[config.mk]
export PLATFORM = sky130hd
export DESIGN_NAME = serial_receiver
export DESIGN_NICKNAME = d
export VERILOG_FILES = /design/src/rtl/uart_defs_pkg.sv /design/src/rtl/baud_tick.sv /design/src/rtl/serial_receiver.sv
export SDC_FILE = /design/constraint.sdc
export NUM_CORES = 1
export LEC_CHECK = 0
export BUFFER_PORTS_ARGS = -buffer_cell sky130_fd_sc_hd__buf_2
export CORE_MARGIN = 1.5
export CORE_UTILIZATION = 50
export CTS_BUF_LIST = sky130_fd_sc_hd__clkbuf_16
export DETAILED_ROUTE_END_ITERATION = 10
export GPL_TIMING_DRIVEN = 0
export PLACE_DENSITY = 0.64
export SETUP_SLACK_MARGIN = 0.1
export SYNTH_ARGS = -nofsm -noshare
export SYNTH_HDL_FRONTEND = slang
export SYNTH_SLANG_ARGS = --single-unit
[constraint.sdc]
create_clock -name clk -period 2 [get_ports clk]
set_input_delay 0.1 -clock clk [delete_from_list [all_inputs] [get_ports clk]]
set_output_delay 0.1 -clock clk [all_outputs]
set_load 0.005 [all_outputs]
[src/rtl/uart_defs_pkg.sv]
// Shared UART definitions: receiver FSM encoding, frame width and the
// oversampling divider calculation used by both receive and transmit sides.
package uart_defs_pkg;

    typedef enum logic [1:0] {
        IDLE  = 2'd0,
        START = 2'd1,
        DATA  = 2'd2,
        STOP  = 2'd3
    } rx_state_t;

    localparam int DATA_BITS = 8;

    function automatic int calc_ratio(input int clk_freq, input int baud_rate, input int sample_ratio);
        return clk_freq / baud_rate / sample_ratio;
    endfunction

endpackage

[src/rtl/baud_tick.sv]
// Oversampling tick generator: one-clk enable every RATIO clks, restartable via clr.
module baud_tick #(
    parameter int RATIO = 651
) (
    input  logic clk,
    input  logic rst,
    input  logic clr,
    output logic tick
);
    localparam int CW = (RATIO > 1) ? $clog2(RATIO) : 1;

    logic [CW-1:0] cnt_reg;

    assign tick = (cnt_reg == CW'(RATIO - 1));

    always_ff @(posedge clk) begin
        if (rst || clr) begin
            cnt_reg <= '0;
        end else if (tick) begin
            cnt_reg <= '0;
        end else begin
            cnt_reg <= cnt_reg + 1'b1;
        end
    end

endmodule

[src/rtl/serial_receiver.sv]
// 8N1 UART receiver with 16x oversampling, 3-sample majority vote and a
// valid/ready output holding register with sticky overrun.
module serial_receiver
    import uart_defs_pkg::*;
#(
    parameter int CLK_FREQ     = 100_000_000,
    parameter int BAUD_RATE    = 9600,
    parameter int SAMPLE_RATIO = 16
) (
    input  logic       clk,
    input  logic       rst,
    input  logic       rx,
    output logic [7:0] dout,
    output logic       valid,
    input  logic       ready,
    output logic       frame_err,
    output logic       overrun
);
    localparam int SAMPLE_CLK_RATIO = calc_ratio(CLK_FREQ, BAUD_RATE, SAMPLE_RATIO);
    localparam int M  = SAMPLE_RATIO / 2;
    localparam int PW = $clog2(SAMPLE_RATIO);
    localparam int BW = $clog2(DATA_BITS);

    logic                 rx_meta_reg;
    logic                 rx_s_reg;
    logic                 tick;
    logic                 clr;
    rx_state_t            state_reg;
    logic [PW-1:0]        phase_reg;
    logic [BW-1:0]        bit_idx_reg;
    logic [DATA_BITS-1:0] shift_reg;
    logic                 samp_a_reg;
    logic                 samp_b_reg;
    logic                 done_reg;
    logic                 frame_err_reg;
    logic [7:0]           dout_reg;
    logic                 valid_reg;
    logic                 overrun_reg;
    logic                 vote;
    logic                 decide;
    logic                 bit_end;

    always_ff @(posedge clk) begin
        if (rst) begin
            rx_meta_reg <= 1'b1;
            rx_s_reg    <= 1'b1;
        end else begin
            rx_meta_reg <= rx;
            rx_s_reg    <= rx_meta_reg;
        end
    end

    // Realign the tick grid to the detected start edge.
    assign clr = (state_reg == IDLE) && tick && !rx_s_reg;

    baud_tick #(
        .RATIO(SAMPLE_CLK_RATIO)
    ) u_baud_tick (
        .clk (clk),
        .rst (rst),
        .clr (clr),
        .tick(tick)
    );

    assign vote    = (samp_a_reg & samp_b_reg) | (samp_a_reg & rx_s_reg) | (samp_b_reg & rx_s_reg);
    assign decide  = tick && (phase_reg == PW'(M + 1));
    assign bit_end = tick && (phase_reg == PW'(SAMPLE_RATIO - 1));

    always_ff @(posedge clk) begin
        if (rst) begin
            state_reg     <= IDLE;
            phase_reg     <= '0;
            bit_idx_reg   <= '0;
            shift_reg     <= '0;
            samp_a_reg    <= 1'b1;
            samp_b_reg    <= 1'b1;
            done_reg      <= 1'b0;
            frame_err_reg <= 1'b0;
        end else begin
            done_reg      <= 1'b0;
            frame_err_reg <= 1'b0;
            if (tick && phase_reg == PW'(M - 1)) samp_a_reg <= rx_s_reg;
            if (tick && phase_reg == PW'(M))     samp_b_reg <= rx_s_reg;
            case (state_reg)
                IDLE: begin
                    if (tick && !rx_s_reg) begin
                        state_reg <= START;
                        phase_reg <= '0;
                    end
                end
                START: begin
                    if (decide && vote) begin
                        state_reg <= IDLE;
                        phase_reg <= '0;
                    end else if (bit_end) begin
                        state_reg   <= DATA;
                        phase_reg   <= '0;
                        bit_idx_reg <= '0;
                    end else if (tick) begin
                        phase_reg <= phase_reg + 1'b1;
                    end
                end
                DATA: begin
                    if (decide) shift_reg <= {vote, shift_reg[DATA_BITS-1:1]};
                    if (bit_end) begin
                        phase_reg   <= '0;
                        bit_idx_reg <= bit_idx_reg + 1'b1;
                        if (bit_idx_reg == BW'(DATA_BITS - 1)) state_reg <= STOP;
                    end else if (tick) begin
                        phase_reg <= phase_reg + 1'b1;
                    end
                end
                STOP: begin
                    // Leave at mid-stop so the next start edge can be caught early.
                    if (decide) begin
                        done_reg      <= vote;
                        frame_err_reg <= !vote;
                        state_reg     <= IDLE;
                        phase_reg     <= '0;
                    end else if (tick) begin
                        phase_reg <= phase_reg + 1'b1;
                    end
                end
                default: state_reg <= IDLE;
            endcase
        end
    end

    always_ff @(posedge clk) begin
        if (rst) begin
            dout_reg    <= '0;
            valid_reg   <= 1'b0;
            overrun_reg <= 1'b0;
        end else if (done_reg) begin
            if (!valid_reg || ready) begin
                dout_reg  <= shift_reg;
                valid_reg <= 1'b1;
                if (valid_reg) overrun_reg <= 1'b0;
            end else begin
                overrun_reg <= 1'b1;
            end
        end else if (valid_reg && ready) begin
            valid_reg   <= 1'b0;
            overrun_reg <= 1'b0;
        end
    end

    assign dout      = dout_reg;
    assign valid     = valid_reg;
    assign frame_err = frame_err_reg;
    assign overrun   = overrun_reg;

endmodule

==> results_dict.tcl, run 1 <==
set metrics [dict create \
    critPathSlowestCell "sky130_fd_sc_hd__dfxtp_4" \
    drc 0 \
    critical_path.cell_chain "inv_2 -> ha_2 -> and3b_1 -> buf_6 -> a211o_1 -> a211o_1 -> a22oi_1 -> nor2_1" \
    yosysSeqAreaShare_pct 45.8 \
    vdd_ir_drop_max_mv 0.603 \
    cp.required_ps 2160 \
    initial_antenna_violation_count 0 \
    max_freq_mhz 556 \
    detailedPlacementHpwl_um 2460 \
    r2r_cells 8 \
    floorplan.initialDensity_pct 51.8 \
    total_number_of_clock_tree_sinks 43 \
    reg_clk_slew_reported_paths_ps 60 \
    grt_pass1_vias 1402 \
    postSynthNetCount 211 \
    grt_setup_unrepaired "false" \
    fin_skew_ps 3.30 \
    post_synth_edffs 0 \
    power.density_cell_area_nw_per_um2 866 \
    min_period_ps 1800 \
    largest_register_ff_count 10 \
    area_delta_synth_final_pct 18.8 \
    floorplan.die.height_um 64.3 \
    grt_first_pass_wirelength_um 6150 \
    dpl-instance-area_um2 2010 \
    place.port_buffers 14 \
    gp_congestion 0.891 \
    dieArea_um2 4140 \
    worst-setup-path-type "reg -> reg" \
    drive_above_1_share_pct 17.0 \
    inserted_diodes 0 \
    cts_max_path_buffers 2 \
    post_synth_main_area_contributors "sky130_fd_sc_hd__dfxtp_1 46%, sky130_fd_sc_hd__mux2i_1 10%, sky130_fd_sc_hd__nor2_1 7.8%" \
    synth_seq_cells 43 \
    cts.root.buffer_cell "sky130_fd_sc_hd__clkbuf_16" \
    worstMarginPinSlew_ps 557 \
    finalSetupTns_ps 0 \
    timing.critical_path.arrival_ps 1960 \
    status "finished, final reports clean" \
    critical_path.startpoint "phase_reg[1]" \
    min-delay-path-class "in -> reg" \
    aggregate_global_route_resource_usage_pct 19.5 \
    synth_async_sr_flop_share_pct 0 \
    yosys.area.top_type "sky130_fd_sc_hd__dfxtp_1" \
    synth_cell_types 39 \
    timing.critical_path.to "bit_idx_reg[2]" \
    cts_inserted_buffers 5 \
    syn_area_per_cell_um2 9.40 \
    design.core.area_um2 3630 \
    timing.rr.start "phase_reg[1]" \
    rows 22 \
    slowest_delay_ps 370 \
    cts_max_level 2 \
    number_of_maximum_capacitance_constraint_violations 0 \
    post-route-util_pct 61.5 \
    yosys_warnings 0 \
    fraction_of_synthesized_cell_area_taken_by_the_top_area_cell_type_pct 45.8 \
    reg2reg_to "bit_idx_reg[2]" \
    synthCells 200 \
    final_area_um2 2230 \
    critical-path-top-cell-by-count "sky130_fd_sc_hd__a211o_1" \
    final-hold-violation-count 0 \
    drt-wirelength-per-cell_um 13.1 \
    netlist_area_um2 1880 \
    route.antenna.remaining_nets 0 \
    via_count 1450 \
    setup-violations-final 0 \
    route.detailed.vias_per_inst 5.33 \
    period_share_pct 89.9 \
    finalMaxSlewViolations 0 \
    routed_wirelength_um 3570 \
    clock_insertion_delay_worst_skew_ps 280 \
    cp_max_fo 5 \
    reg2reg_setup_slack_ps 200 \
    nNetsFinal 234 \
    crit_path_start_kind "flip-flop" \
    grt_start_max_net_pins 14 \
    num_io_pins 15 \
    most_used_flip_flop_cell_after_synthesis "sky130_fd_sc_hd__dfxtp_1" \
    endpoint_kind "flip-flop" \
    cts_tree "built" \
    drt_pre_antenna_iters 4 \
    timing.max_slew.rel_slack_pct 62.9 \
    chipWidth_um 64.3 \
    drt_iter0_drc 136 \
    overflow 0 \
    leakage_power_summed_over_all_cells_nw 1.03 \
]
## synthesized netlist by cell type, drive strengths merged, types with 2 or more instances
master,instances
a2111oi,2
a211o,2
a211oi,2
a21oi,6
a22oi,2
and3,5
and4,2
buf,3
clkbuf,4
dfxtp,43
ha,7
inv,10
mux2i,19
nand2,10
nand3,4
nand4,3
nor2,39
nor3,4
o211ai,3
o21ai,7
o31ai,2
or2,2
xnor2,5
xor2,4
## logic make-up after synthesis
family,Yosys count,synth area share (%)
AND/OR/NAND/NOR,76,19.9
multiplexers,19,10.1
buffers and inverters,17,4.19
AO/OA/AOI/OAI,28,10.6
XOR/XNOR,9,4.19
flip-flops,43,45.8
adder cells (fa/ha/maj),8,5.26
## through the flow
| stage | setup WS, ps | cells | power, mW | hold slack (ps) |
|---|---|---|---|---|
| after global routing | 104 | 272 | 2.00 | 65.4 |
| after global placement | 146 | 262 | 0.924 | 282 |
| after CTS | 103 | 271 | 1.96 | 48.5 |
| after floorplan | 256 | 200 | 0.911 | 200 |
| final | 201 | 272 | 1.93 | 54.8 |
| after detailed placement | 121 | 262 | 0.925 | 290 |
## cell usage in the layout (no fill, tap or decap), types with 6 or more instances in the layout
master | netlist | routed
sky130_fd_sc_hd__inv_1 | 10 | 10
sky130_fd_sc_hd__a21oi_1 | 6 | 6
sky130_fd_sc_hd__o21ai_0 | 6 | 6
sky130_fd_sc_hd__nand2_1 | 10 | 10
sky130_fd_sc_hd__nor2_1 | 39 | 39
sky130_fd_sc_hd__dfxtp_1 | 43 | 42
sky130_fd_sc_hd__ha_1 | 7 | 6
sky130_fd_sc_hd__buf_2 | 0 | 14
sky130_fd_sc_hd__mux2i_1 | 19 | 19
## cell type report
| type | count | area, um^2 |
|---|---|---|
| Multi-Input combinational cell | 140 | 953 |
| Inverter | 10 | 37.5 |
| Timing Repair Buffer | 16 | 87.6 |
| Clock buffer | 5 | 125 |
| Buffer | 7 | 41.3 |
| Clock inverter | 3 | 63.8 |
| Fill cell | 322 | 1400 |
| Sequential cell | 43 | 865 |
| Tap cell | 48 | 60.1 |
## routing by layer
| layer | track usage [%] | vias to the layer above | routed length (um) |
|---|---|---|---|
| met5 | 0 | - | 0 |
| met1 | 23.8 | 673 | 1650 |
| met4 | 9.57 | 0 | 36 |
| li1 | - | 741 | - |
| met3 | 5.28 | 4 | 134 |
| met2 | 31.5 | 32 | 1750 |
## critical path: cells and delay by family (launching register included)
family | cells | cell delay, ps
AO/OA/AOI/OAI | 3 | 760
flip-flops | 1 | 370
AND/OR/NAND/NOR | 2 | 220
buffers and inverters | 2 | 160
adder cells (fa/ha/maj) | 1 | 160
## report_power, final
part           internal (mW)  leakage [nW]  switching [mW]  total (mW)
registers              0.862         0.348         0.00673       0.869
clock network          0.710        0.0952           0.318        1.03
logic                 0.0129         0.582          0.0249      0.0379
## worst min path at each step
stage | startpoint | endpoint | depth (start not counted)
global route | ready | overrun | 2
CTS | ready | overrun | 2
finish | ready | overrun | 2
floorplan | ready | overrun | 1
detailed placement | rx | rx_meta_reg | 2
global placement | rx | rx_meta_reg | 2
## timing repair
action,CTS,global route
endpoints found under the hold margin,1,0
setup endpoints to repair,0,6
hold buffers,1,0
gates resized for setup,0,6
setup buffers,0,1
(Power assumes the default switching activity.)
==> run 2, diff against run 1 <==
--- a/config.mk
+++ b/config.mk
@@ -15,4 +15,5 @@
 export SETUP_SLACK_MARGIN = 0.1
 export SYNTH_ARGS = -nofsm -noshare
 export SYNTH_HDL_FRONTEND = slang
+export SYNTH_HIERARCHICAL = 1
 export SYNTH_SLANG_ARGS = --single-unit
==> run 2 against run 1 <==
  * Via count up 14%
  * Critical endpoint is now phase_reg[3]
  * Critical path depth down 1
  * Largest cell class unchanged
  * Final area up 11%
  * The run now ends with setup timing left
  * Worst setup slack worse by 280 ps
==> results_dict.tcl, run 2 <==
set metrics [dict create \
    status "complete, but fails checks" \
    failing_checks "setup timing" \
    post_synthesis_xor_xnor_area_fraction_pct 2.23 \
    setup-violations-final 15 \
    synth.area.mux_share_pct 9.18 \
    nNetsFinal 250 \
    drt_pre_antenna_iters 5 \
    layout_common_cells "40 x sky130_fd_sc_hd__dfxtp_1, 26 x sky130_fd_sc_hd__nor2_1, 18 x sky130_fd_sc_hd__buf_2, 17 x sky130_fd_sc_hd__mux2i_1, 12 x sky130_fd_sc_hd__a21oi_1" \
    most_used_flip_flop_cell_after_synthesis "sky130_fd_sc_hd__dfxtp_1" \
    final_area_um2 2480 \
    synth_adder_area_share_pct 5.04 \
    largest_register_ff_count 10 \
    yosys.area.top_type "sky130_fd_sc_hd__dfxtp_1" \
    combinational_family_with_the_most_area_after_synthesis "simple AND/OR/NAND/NOR gates" \
    inserted_diodes 0 \
    period_share_pct 104 \
    aggregate_global_route_resource_usage_pct 20.9 \
    chipWidth_um 65.7 \
    min-delay-path-class "in -> reg" \
    critPathSlowestCell "sky130_fd_sc_hd__or4b_4" \
    cts_max_path_buffers 2 \
    dpl-instance-area_um2 2110 \
    netlist_area_um2 1960 \
    worstMarginPinSlew_ps 622 \
    cts_inserted_buffers 5 \
    post-route-util_pct 66.7 \
    drt-wirelength-per-cell_um 15.0 \
    crit_path_start_kind "flip-flop" \
    grt_pass1_vias 1483 \
    synthesized_area_fraction_occupied_by_ao_oa_aoi_and_oai_cells_pct 14.2 \
    number_of_maximum_capacitance_constraint_violations 0 \
    dieArea_um2 4310 \
    initial_antenna_violation_count 0 \
    fraction_of_synthesized_cell_area_taken_by_the_top_area_cell_type_pct 43.8 \
    synth_async_sr_flop_share_pct 0 \
    detailedPlacementHpwl_um 2710 \
    most_common_cell_in_the_synthesized_netlist "sky130_fd_sc_hd__dfxtp_1" \
    worst-setup-path-type "reg -> reg" \
    via_count 1647 \
    post_layout_nonfiller_instances 288 \
    min_period_ps 2080 \
    rows 22 \
    syn_area_per_cell_um2 9.53 \
    max_freq_mhz 481 \
    cell_family_contributing_the_most_delay_on_the_critical_path "simple AND/OR/NAND/NOR gates" \
    power.density_cell_area_nw_per_um2 744 \
    gp_congestion 0.830 \
    cts.root.buffer_cell "sky130_fd_sc_hd__clkbuf_16" \
    area_delta_synth_final_pct 26.3 \
    post-place-ws_ps -205 \
    timing.max_slew.rel_slack_pct 58.4 \
    postSynthNetCount 217 \
    synthSimpleGateAreaFrac_pct 21.4 \
    drc 0 \
    num_io_pins 15 \
    layout.cells.most_common "sky130_fd_sc_hd__dfxtp_1" \
    vdd_ir_drop_max_mv 0.539 \
    setup_slack_ps -81.0 \
    synth_seq_cells 43 \
    endpoint_kind "flip-flop" \
    reg_clk_slew_reported_paths_ps 60 \
    fin_hold_ws_ps 62.5 \
    place.port_buffers 14 \
    critical_path.n_buffers_inverters 1 \
    synth_cell_types 47 \
    yosys_warnings 6 \
    critical_path.cell_chain "or4b_4 -> nor4_4 -> buf_4 -> and4b_2 -> o22ai_4 -> a31oi_1 -> a221oi_2" \
    cts_max_level 2 \
    cp_max_fo 3 \
    grt_setup_unrepaired "true" \
    grt_start_max_net_pins 15 \
    overflow 0 \
    grt_first_pass_wirelength_um 6750 \
    route.antenna.remaining_nets 0 \
    total_number_of_clock_tree_sinks 43 \
    final-hold-violation-count 0 \
    post_synth_main_area_contributors "sky130_fd_sc_hd__dfxtp_1 44%, sky130_fd_sc_hd__mux2i_1 9.2%, sky130_fd_sc_hd__nor2_1 5.4%" \
    place_inst 268 \
    cp.required_ps 2140 \
    floorplan.initialDensity_pct 52.8 \
    routed_wirelength_um 4330 \
    clock_insertion_delay_worst_skew_ps 280 \
    slowest_delay_ps 550 \
    floorplan.die.height_um 65.7 \
    synth_common_cells "43 x sky130_fd_sc_hd__dfxtp_1, 28 x sky130_fd_sc_hd__nor2_1, 18 x sky130_fd_sc_hd__mux2i_1" \
    finalMaxSlewViolations 0 \
    fin_skew_ps 3.09 \
    drive_above_1_share_pct 28.3 \
    route.detailed.vias_per_inst 5.72 \
    design.core.area_um2 3720 \
    drt_iter0_drc 58 \
    synthCells 206 \
    yosysSeqAreaShare_pct 43.8 \
    timing.critical_path.arrival_ps 2220 \
    cts_tree "built" \
    fillers 307 \
    leakage_power_summed_over_all_cells_nw 1.05 \
    post_synth_edffs 0 \
]
==> run 2: logic make-up after synthesis <==
group | count (synthesis)
and+or+nand+nor | 77
DFF | 43
AOI/OAI and AO/OA | 36
buffers and inverters | 19
muxes | 18
adders and majority gates | 8
xor gates and xnor gates | 5
==> run 2: cell type report <==
cell class | count | area, um^2 | area share (%)
Sequential cell | 43 | 865 | 34.9
Buffer | 8 | 42.5 | 1.72
Multi-Input combinational cell | 144 | 1120 | 45.0
Clock buffer | 5 | 125 | 5.05
Inverter | 11 | 41.3 | 1.66
Tap cell | 48 | 60.1 | 2.42
Clock inverter | 3 | 43.8 | 1.77
Timing Repair Buffer | 26 | 186 | 7.52
==> run 2: per-layer routing <==
metal	up-vias	global-route usage, %	wire, um
met2	44	35.6	2220
met5	-	0	0
met4	0	7.03	64
li1	806	-	-
met3	8	6.51	203
met1	789	24.8	1840
==> run 2: through the flow <==
step,total power [mW],TNS (ps)
floorplan,0.925,0
global placement,0.939,-3160
detailed placement,0.941,-3370
CTS,1.86,-306
global route,1.90,-2720
finish,1.85,-810
==> run 2: path summary, 6_finish.rpt <==
| kind | slack [ps] | cells past startpoint | to | start |
|---|---|---|---|---|
| min reg2reg | 410 | 1 | rx_s_reg | rx_meta_reg |
| max | -80 | 7 | phase_reg[3] | u_baud_tick/cnt_reg[4] |
| max reg2reg | -80 | 7 | phase_reg[3] | u_baud_tick/cnt_reg[4] |
| min | 60 | 2 | overrun | ready |
==> run 2: what timing repair did <==
action	4_1_cts	5_1_grt
resized for setup	8	13
pin swaps	4	6
hold buffers	1	0
hold endpoints to repair	1	0
setup buffers	8	3
setup endpoints to repair	27	29
==> run 2: power breakdown <==
part	internal, mW	switching, mW
registers	0.866	0.0108
logic	0.0174	0.0325
clock network	0.588	0.331
total	1.47	0.374
